[config.mk]
export PLATFORM = sky130hd
export DESIGN_NAME = prog_run_ctrl
export DESIGN_NICKNAME = d
export VERILOG_FILES = /design/src/rtl/ctrl_pkg.sv /design/src/rtl/prog_run_ctrl_run_counter.sv /design/src/rtl/prog_run_ctrl.sv
export SDC_FILE = /design/constraint.sdc
export NUM_CORES = 1
export LEC_CHECK = 0
export CAP_MARGIN = 20
export CORE_MARGIN = 4
export CORE_UTILIZATION = 40
export DETAILED_ROUTE_END_ITERATION = 10
export PLACE_DENSITY = 0.87
export SLEW_MARGIN = 15
export SYNTH_ARGS = -nofsm -noshare
export SYNTH_HDL_FRONTEND = slang
export SYNTH_HIERARCHICAL = 1
export SYNTH_SLANG_ARGS = --single-unit
[constraint.sdc]
create_clock -name clk -period 4.28 [get_ports clk]
set_input_delay 0.642 -clock clk [delete_from_list [all_inputs] [get_ports clk]]
set_output_delay 0.642 -clock clk [all_outputs]
set_load 0.05 [all_outputs]
[src/rtl/ctrl_pkg.sv]
// Shared definitions for the program-run controller: FSM state encoding,
// halt-reason codes and the default halt instruction (syscall).
package ctrl_pkg;

  typedef enum logic [2:0] {
    ST_IDLE  = 3'd0,
    ST_LOAD  = 3'd1,
    ST_ARMED = 3'd2,
    ST_CLR   = 3'd3,
    ST_RUN   = 3'd4,
    ST_DONE  = 3'd5
  } state_t;

  typedef enum logic [1:0] {
    HR_NONE    = 2'b00,
    HR_HALT    = 2'b01,
    HR_TIMEOUT = 2'b10,
    HR_ABORT   = 2'b11
  } halt_reason_t;

  localparam logic [31:0] DEFAULT_HALT_WORD = 32'h0000_000C;

endpackage

[src/rtl/prog_run_ctrl_run_counter.sv]
// Run-cycle counter with synchronous clear, count enable and a flag that
// marks the last allowed run cycle (count == 2**CNT_W-2).
module run_counter #(
  parameter int CNT_W = 16
) (
  input  logic             i_clk,
  input  logic             i_rst,
  input  logic             i_clear,
  input  logic             i_en,
  output logic [CNT_W-1:0] o_count,
  output logic             o_tc
);

  localparam logic [CNT_W-1:0] LAST_CYCLE = {{(CNT_W-1){1'b1}}, 1'b0};

  logic [CNT_W-1:0] r_count;

  always_ff @(posedge i_clk or posedge i_rst) begin
    if (i_rst) begin
      r_count <= '0;
    end else if (i_clear) begin
      r_count <= '0;
    end else if (i_en) begin
      r_count <= r_count + 1'b1;
    end
  end

  assign o_count = r_count;
  assign o_tc    = (r_count == LAST_CYCLE);

endmodule

[src/rtl/prog_run_ctrl.sv]
// Sequencing controller for the single-cycle MIPS datapath: loads a program
// into instruction memory, clears the register file, then runs to halt/limit/abort.
module prog_run_ctrl
  import ctrl_pkg::*;
#(
  parameter int               ADDR_W    = 5,
  parameter int               DATA_W    = 32,
  parameter logic [DATA_W-1:0] HALT_WORD = DEFAULT_HALT_WORD,
  parameter int               CNT_W     = 16
) (
  input  logic              clk,
  input  logic              clr,
  input  logic              load_start,
  input  logic [ADDR_W:0]   load_len,
  input  logic              in_valid,
  input  logic [DATA_W-1:0] in_data,
  output logic              in_ready,
  input  logic              run_start,
  input  logic              abort,
  input  logic [DATA_W-1:0] instr,
  output logic              ins_wr_en,
  output logic [ADDR_W-1:0] ins_wr_addr,
  output logic [DATA_W-1:0] ins_data,
  output logic              cpu_nrst,
  output logic              cpu_nclear,
  output logic              wr_inhibit,
  output logic              busy,
  output logic              done,
  output logic [1:0]        halt_reason,
  output logic [CNT_W-1:0]  cycle_count,
  output logic              load_err,
  output state_t            dbg_state
);

  // Load handshake: a word transfers on every rising clk where
  // in_valid && in_ready; in_ready is high only in LOAD and the memory
  // write happens on that same edge.

  localparam logic [ADDR_W:0] LEN_MAX = {1'b1, {ADDR_W{1'b0}}};

  state_t           r_state;
  state_t           w_state_nxt;
  logic [ADDR_W-1:0] r_wcnt;
  logic [ADDR_W:0]   r_remain;
  logic              r_loaded;
  logic              r_load_err;
  halt_reason_t      r_halt_reason;
  halt_reason_t      w_halt_nxt;
  logic              w_load_err_nxt;
  logic              w_start_load;
  logic              w_len_ok;
  logic              w_accept;
  logic              w_last;
  logic              w_cnt_tc;
  logic [CNT_W-1:0]  w_count;

  assign w_len_ok = (load_len != '0) && (load_len <= LEN_MAX);
  assign w_accept = in_valid && (r_state == ST_LOAD);
  assign w_last   = w_accept && (r_remain == {{ADDR_W{1'b0}}, 1'b1});

  always_comb begin
    w_state_nxt    = r_state;
    w_halt_nxt     = r_halt_reason;
    w_load_err_nxt = 1'b0;
    w_start_load   = 1'b0;
    unique case (r_state)
      ST_IDLE: begin
        if (load_start) begin
          if (w_len_ok) w_start_load = 1'b1;
          else          w_load_err_nxt = 1'b1;
        end else if (run_start && r_loaded) begin
          w_state_nxt = ST_CLR;
        end
      end
      ST_LOAD: begin
        if (w_last) w_state_nxt = ST_ARMED;
      end
      ST_ARMED, ST_DONE: begin
        // load_start takes precedence over run_start in the same cycle
        if (load_start) begin
          if (w_len_ok) w_start_load = 1'b1;
          else          w_load_err_nxt = 1'b1;
        end else if (run_start) begin
          w_state_nxt = ST_CLR;
        end
      end
      ST_CLR: begin
        w_halt_nxt  = HR_NONE;
        w_state_nxt = ST_RUN;
      end
      ST_RUN: begin
        if (abort) begin
          w_halt_nxt  = HR_ABORT;
          w_state_nxt = ST_DONE;
        end else if (instr == HALT_WORD) begin
          w_halt_nxt  = HR_HALT;
          w_state_nxt = ST_DONE;
        end else if (w_cnt_tc) begin
          w_halt_nxt  = HR_TIMEOUT;
          w_state_nxt = ST_DONE;
        end
      end
      default: w_state_nxt = ST_IDLE;
    endcase
    if (w_start_load) w_state_nxt = ST_LOAD;
  end

  always_ff @(posedge clk or posedge clr) begin
    if (clr) begin
      r_state       <= ST_IDLE;
      r_wcnt        <= '0;
      r_remain      <= '0;
      r_loaded      <= 1'b0;
      r_load_err    <= 1'b0;
      r_halt_reason <= HR_NONE;
    end else begin
      r_state       <= w_state_nxt;
      r_load_err    <= w_load_err_nxt;
      r_halt_reason <= w_halt_nxt;
      if (w_start_load) begin
        r_wcnt   <= '0;
        r_remain <= load_len;
        r_loaded <= 1'b0;
      end else if (w_accept) begin
        r_remain <= r_remain - 1'b1;
        // hold on the final word so the address never passes load_len-1
        if (w_last) r_loaded <= 1'b1;
        else        r_wcnt   <= r_wcnt + 1'b1;
      end
    end
  end

  run_counter #(
    .CNT_W(CNT_W)
  ) u_run_counter (
    .i_clk  (clk),
    .i_rst  (clr),
    .i_clear(r_state == ST_CLR),
    .i_en   (r_state == ST_RUN),
    .o_count(w_count),
    .o_tc   (w_cnt_tc)
  );

  assign in_ready    = (r_state == ST_LOAD);
  assign ins_wr_en   = in_valid && in_ready;
  assign ins_wr_addr = r_wcnt;
  assign ins_data    = in_data;

  assign cpu_nrst    = (r_state == ST_RUN);
  assign cpu_nclear  = (r_state == ST_RUN) || (r_state == ST_DONE);
  assign wr_inhibit  = (r_state != ST_RUN);
  assign busy        = (r_state == ST_LOAD) || (r_state == ST_CLR) || (r_state == ST_RUN);
  assign done        = (r_state == ST_DONE);
  assign halt_reason = r_halt_reason;
  assign cycle_count = w_count;
  assign load_err    = r_load_err;
  assign dbg_state   = r_state;

endmodule

After elaboration in Yosys (flattened, before gate mapping) --
Index checks and enable logic that the tools add are counted.
Storage, ports and cells: output and inout port bits 66, bits in registers 34, input port bits 76
Cells by class: muxes and demuxes 30, order comparisons 1, equal/unequal tests 17, add/sub/neg operators 3, reduce and logical (&&, ||, !) cells 18
Operator list (count):
- $eq 32x4->1 const B | 1
- $mux 16 | 2
- $mux 3 | 9
- $add 16x1->16 const B | 1
- $eq 16x16->1 const B | 1
- $mux 5 | 3
- $ne 3x3->1 const B | 5
- $pmux 3 s5 | 1
- $mux 6 | 2
- $mux 1 | 9
- $eq 3x2->1 const B | 2
- $eq 3x3->1 const B | 2
- $eq 6x1->1 const B | 1
- $le 6x6->1 const B | 1
- $mux 2 | 3
- $reduce_and 2->1 | 3
- $reduce_and 6->1 | 1
- $reduce_bool 2->1 | 3
- $reduce_bool 6->1 | 1
- $sub 6x1->6 const B | 1
- $add 5x1->5 const B | 1
- $ne 5x2->1 const B | 1
- $logic_and 1x1->1 | 4
- $ne 4x2->1 const B | 1
- other kinds (8) | 10

Depth between registers and ports, before layout --
depth in word-level cells 7, mapped depth 9, gate-level depth less buffers 8

Cells and area by module --
The synthesis kept the hierarchy.
By module, submodules not included:
- prog_run_ctrl | area each 1371.3 um^2, sequential area each 450.4 um^2, times used 1, cells each 159
- run_counter | area each 859.6 um^2, sequential area each 400.4 um^2, times used 1, cells each 88

Least setup slack after synthesis --
No wires, ideal clock.
path type flip-flop to flip-flop, start point register r_state[2] (netlist: dbg_state[2]), end point register u_run_counter.r_count[13] (netlist: u_run_counter/o_count[13]), required time 4203 ps, setup slack 234 ps, period minus slack after synthesis 4046 ps, stages on the path, launching flop included 10, setup time 77 ps, data arrival time 3968 ps, path buffers 2, cell sequence dfrtp_1 clkbuf_1 nor2b_1 nand2b_1 inv_1 buf_2 o211ai_2 or2_1 or3_1 a21oi_1
On the way: longest elaborated chain between the ends 2
RTL lines:
- start, declared | line prog_run_ctrl.sv:41 | state_t r_state;
- start signal, assigned | line prog_run_ctrl.sv:117 | r_state <= w_state_nxt;
- $eq 3x3->1
- net cpu_nrst | line prog_run_ctrl.sv:24 | output logic cpu_nrst,
- $reduce_bool 2->1 (no line)
- end signal, assigned | line prog_run_ctrl_run_counter.sv:24 | r_count <= r_count + 1'b1;
- end, declared | line prog_run_ctrl_run_counter.sv:16 | logic [CNT_W-1:0] r_count;
The timed path passes the listed nets, and every way through them passes these cells. A chain may end at the register's enable or synchronous reset.

Final worst setup path --
start point register r_state[2] (netlist: dbg_state[2]), end point output port busy
On the way: longest elaborated chain between the ends 3
RTL lines:
- $eq 3x1->1 / $eq 3x2->1 (equally long branches) | line prog_run_ctrl.sv:152 | assign busy = (r_state == ST_LOAD) || (r_state == ST_CLR) || (r_state == ST_RUN);
- $logic_or 1x1->1 | line prog_run_ctrl.sv:152
- $logic_or 1x1->1 (*) | line prog_run_ctrl.sv:152
- end, declared | line prog_run_ctrl.sv:27 | output logic busy,
Every way passes the cells marked *; elsewhere a longest branch is shown, timed or not.

==> Implementation_results.wiki <==
{| class="wikitable"
! Metric !! Value
|-
| Clock slew at reported path FFs || ~70 ps
|-
| Placeable core region || approximately 0.0053 sq mm
|-
| Time the final worst path needs with I/O delays and setup || 3020 ps
|-
| Maximum fanout encountered on the critical timing path || 13
|-
| Final wirelength || 5070 um
|-
| Share of synthesized flip-flops with an asynchronous set or reset || 100%
|-
| Final setup violation count || 0
|-
| Hold Worst Slack || 508 ps
|-
| Chip height || 82.7 um
|-
| CTS max path bufs || 2
|-
| Period Utilization, post-route || 70.5%
|-
| Synth Warn # || 6
|-
| Die area || 0.00684 sq mm
|-
| Die width || 82.7 um
|-
| Sequential element share of the synthesized area || 38.1%
|-
| Area after DPL || between 0.002 and 0.003 sq mm
|-
| Area of all placed cells without fillers || 0.00290 sq mm
|-
| Actual slew at the worst max-slew pin || 650 ps
|-
| Signed area change from the synthesized netlist to the final layout || 29.9%
|-
| Total number of nets in the final design || 372
|-
| Clock power frac || between 10% and 20%
|-
| Routed length per placed instance || between 10 and 15 um
|-
| Root buffer cell || clkbuf_8
|-
| First-pass detailed-route iteration total || 4
|-
| Overall track demand over capacity in global routing || 15.4%
|-
| Initial antenna violation count || 0
|-
| Overall power after layout || 1500 uW
|-
| Number of maximum-capacitance constraint violations || 0
|-
| Post CTS Setup Buffer Count || 0
|-
| Hold Path Depth || 2
|-
| Worst slack after detailed placement || between 1000 and 1500 ps
|-
| Routed vias || approximately 1.9k
|-
| Worst Reg2Reg Path Length in Cells || 7
|-
| Cts bufs inserted || 5
|-
| Final count of hold timing violations || 0
|-
| Power density normalized to cell area || 519 mW/mm^2
|-
| Hold Crit Endpoint || halt_reason[0]$_DFFE_PP0P_
|-
| Number of routed nets with antenna violations || 0
|-
| Starting DRT DRC Count || 76
|-
| Worst clock skew || 6.17 ps
|-
| Reported leakage power || 0.00118 uW
|-
| Count of different cell masters after synthesis || 53
|-
| Hold Startpoint || halt_reason[0]$_DFFE_PP0P_
|-
| FF-to-FF Start || dbg_state[2]$_DFFE_PP0P_
|-
| Detail-routed via count per cell || 5.16
|-
| Clock latency reported for the late side of the worst-skew pair || 280 ps
|-
| Clock tree from TritonCTS || done
|-
| Initial core utilization || a little over two fifths
|-
| Fraction of power consumed by combinational cells || 50.8%
|-
| Endpoint arrival time on the critical path || between 2000 and 2500 ps
|-
| Critical path class || flip-flop to primary output
|-
| Kind of capture point of the worst setup path || primary output
|-
| Quantity of gates resized following cts || 0
|-
| Global-route wire length before repair || 8180 um
|-
| Final weighted congestion in routability-driven placement || about 0.87
|-
| Sequential share of power || 33.2%
|-
| Max frequency || 331 MHz
|-
| Worst reg2reg path endpoint || u_run_counter/o_count[15]$_DFFE_PP0P_
|-
| Worst reg-to-reg setup slack || 1830 ps
|-
| Setup total negative slack || 0 ps
|-
| Post-CTS Hold Buffers || 0
|-
| Count of input and output buffers || 77
|-
| Internal power of the cells || 822 uW
|-
| Required time at the endpoint of the critical path || 3640 ps
|-
| Via count of the first global-routing pass || 1,740
|-
| Row Count || 26
|-
| Synth Cell Area || between 0.002 and 0.0025 sq mm
|-
| Syn_nets || about 330
|-
| Total grt overflow || 0
|-
| Peak supply drop || between 0.3 and 0.4 mV
|-
| Worst max-slew margin expressed relative to the limit || 56.6%
|-
| Final setup margin || 1260 ps
|-
| Min-Delay Path Class || flip-flop to flip-flop
|-
| Net switching power || roughly 680 uW
|-
| Antenna fix cells || 0
|-
| Largest net degree at the start of global routing || 20
|-
| Most common flop cell mapped by yosys || dfrtp_1
|-
| Average cell area after synthesis || roughly 9 sq um
|-
| Share of total power consumed by net switching || 45.4%
|-
| Setup repair after global routing missed its margin || false
|-
| I/O pin count || 142
|-
| Synth Register Bits || 34
|-
| Fill count || 480
|-
| Top cells by area, synth || dfrtp_1 (38%), buf_4 (11%), nor2_1 (4.9%), xnor2_1 (3.5%), xor2_1 (3.5%)
|-
| Cell type contributing the most total cell area after synthesis || dfrtp_1
|-
| Number of max-slew violations in the final report || 0
|-
| H-tree levels || 2
|-
| Half-perimeter wire length of the detailed placement result || 4000 um
|-
| Startpoint type of the worst setup path || flip-flop
|-
| Share of the synthesized area in the top cell type || 38.1%
|-
| CTS Sinks || 34
|-
| Number of enable flip-flop cells after synthesis || 0
|-
| Post-route DRC || 0
|-
| Outcome || finished clean
|-
| Layout cells sized above 1 || between 5 and 6%
|-
| Cell count after synthesis || 247
|}
==> how the worst max path moves through the flow <==
stage                                   from                                     to  depth (start not counted)
floorplan           dbg_state[2]$_DFFE_PP0P_  u_run_counter/o_count[13]$_DFFE_PP0P_                          9
global placement                 load_len[0]                r_remain[5]$_DFFE_PP0P_                          6
detailed placement               load_len[0]                r_remain[5]$_DFFE_PP0P_                          6
CTS                 dbg_state[2]$_DFFE_PP0P_                                   busy                          5
global route        dbg_state[2]$_DFFE_PP0P_                                   busy                          5
finish              dbg_state[2]$_DFFE_PP0P_                                   busy                          5
==> cell families (layout without fill, tap and decap cells) <==
family,Yosys count,in the layout,share of synthesized area [%]
simple gates,99,99,24.4
buf+inv,51,96,14.5
compound gates,38,38,11.9
flops,34,34,38.1
xor+xnor,18,18,7.07
fa+ha+maj,5,5,2.80
mux,2,2,1.12
==> area by class of cell <==
class	count	area (sq um)	area share [%]
multi-input cells	162	1060	36.4
flip-flops and latches	34	851	29.4
repair buffers	77	771	26.6
well taps	70	87.6	3.02
clock buffers	7	86.3	2.98
inverters	11	41.3	1.42
clock inverters	1	5.00	0.173
==> layer usage <==
metal | GRT usage, % | up-vias | wire length [um]
met5 | 0 | - | 0
met4 | 4.41 | 0 | 61
met3 | 4.01 | 10 | 353
met2 | 26.8 | 68 | 2550
met1 | 18.8 | 865 | 2110
li1 | - | 924 | -
==> cells in the mapped netlist (all sizes together) (3+ instances only) <==
library cell,n
and4,3
a21oi,7
or3,3
o21ai,13
nand2b,4
dfrtp,34
nand3,11
buf,38
xnor2,9
ha,5
nor2,29
inv,10
nand4,8
nor4,9
nor3,6
nand2,15
xor2,9
==> cell usage in the layout, fill, tap and decap left out, types with 2 or more instances in the layout <==
cell,instances
a21o_1,2
a21oi_1,7
and3b_1,2
and4_1,2
clkbuf_8,6
clkdlybuf4s50_1,77
dfrtp_1,34
ha_1,5
inv_1,10
nand2_1,15
nand2b_1,4
nand3_1,10
nand4_1,8
nor2_1,29
nor3_1,6
nor4_1,9
o21ai_0,13
o31ai_1,2
or3_1,2
xnor2_1,9
xor2_1,9
==> worst max-delay path: stages, from the launching register on <==
cell	delay [ps]
dfrtp_1	510
nor2b_1	200
nand2b_1	120
inv_1	330
a21o_1	130
clkdlybuf4s50_1	810
==> metrics by stage <==
step / cells / utilization [%]
after floorplan: 247 / -
after global placement: 354 / 53.3
after detailed placement: 354 / 53.3
after CTS: 362 / 55.0
after global routing: 362 / 55.0
final: 362 / 55.0
==> sequential cells by signal, indices dropped and copies added (netlist names) <==
| register | cells |
|---|---|
| load_err | 1 |
| u_run_counter/o_count | 16 |
| r_remain | 6 |
| halt_reason | 2 |
| dbg_state | 3 |
| ins_wr_addr | 5 |
| r_loaded | 1 |
==> power by group through the flow <==
stage               Combinational (uW)  Sequential, uW  Clock (uW)
floorplan                          484             623           0
global placement                   759             500           0
detailed placement                 771             502           0
CTS                                771             498         248
global route                       825             510         263
finish                             764             499         241
(Power assumes the default switching activity.)
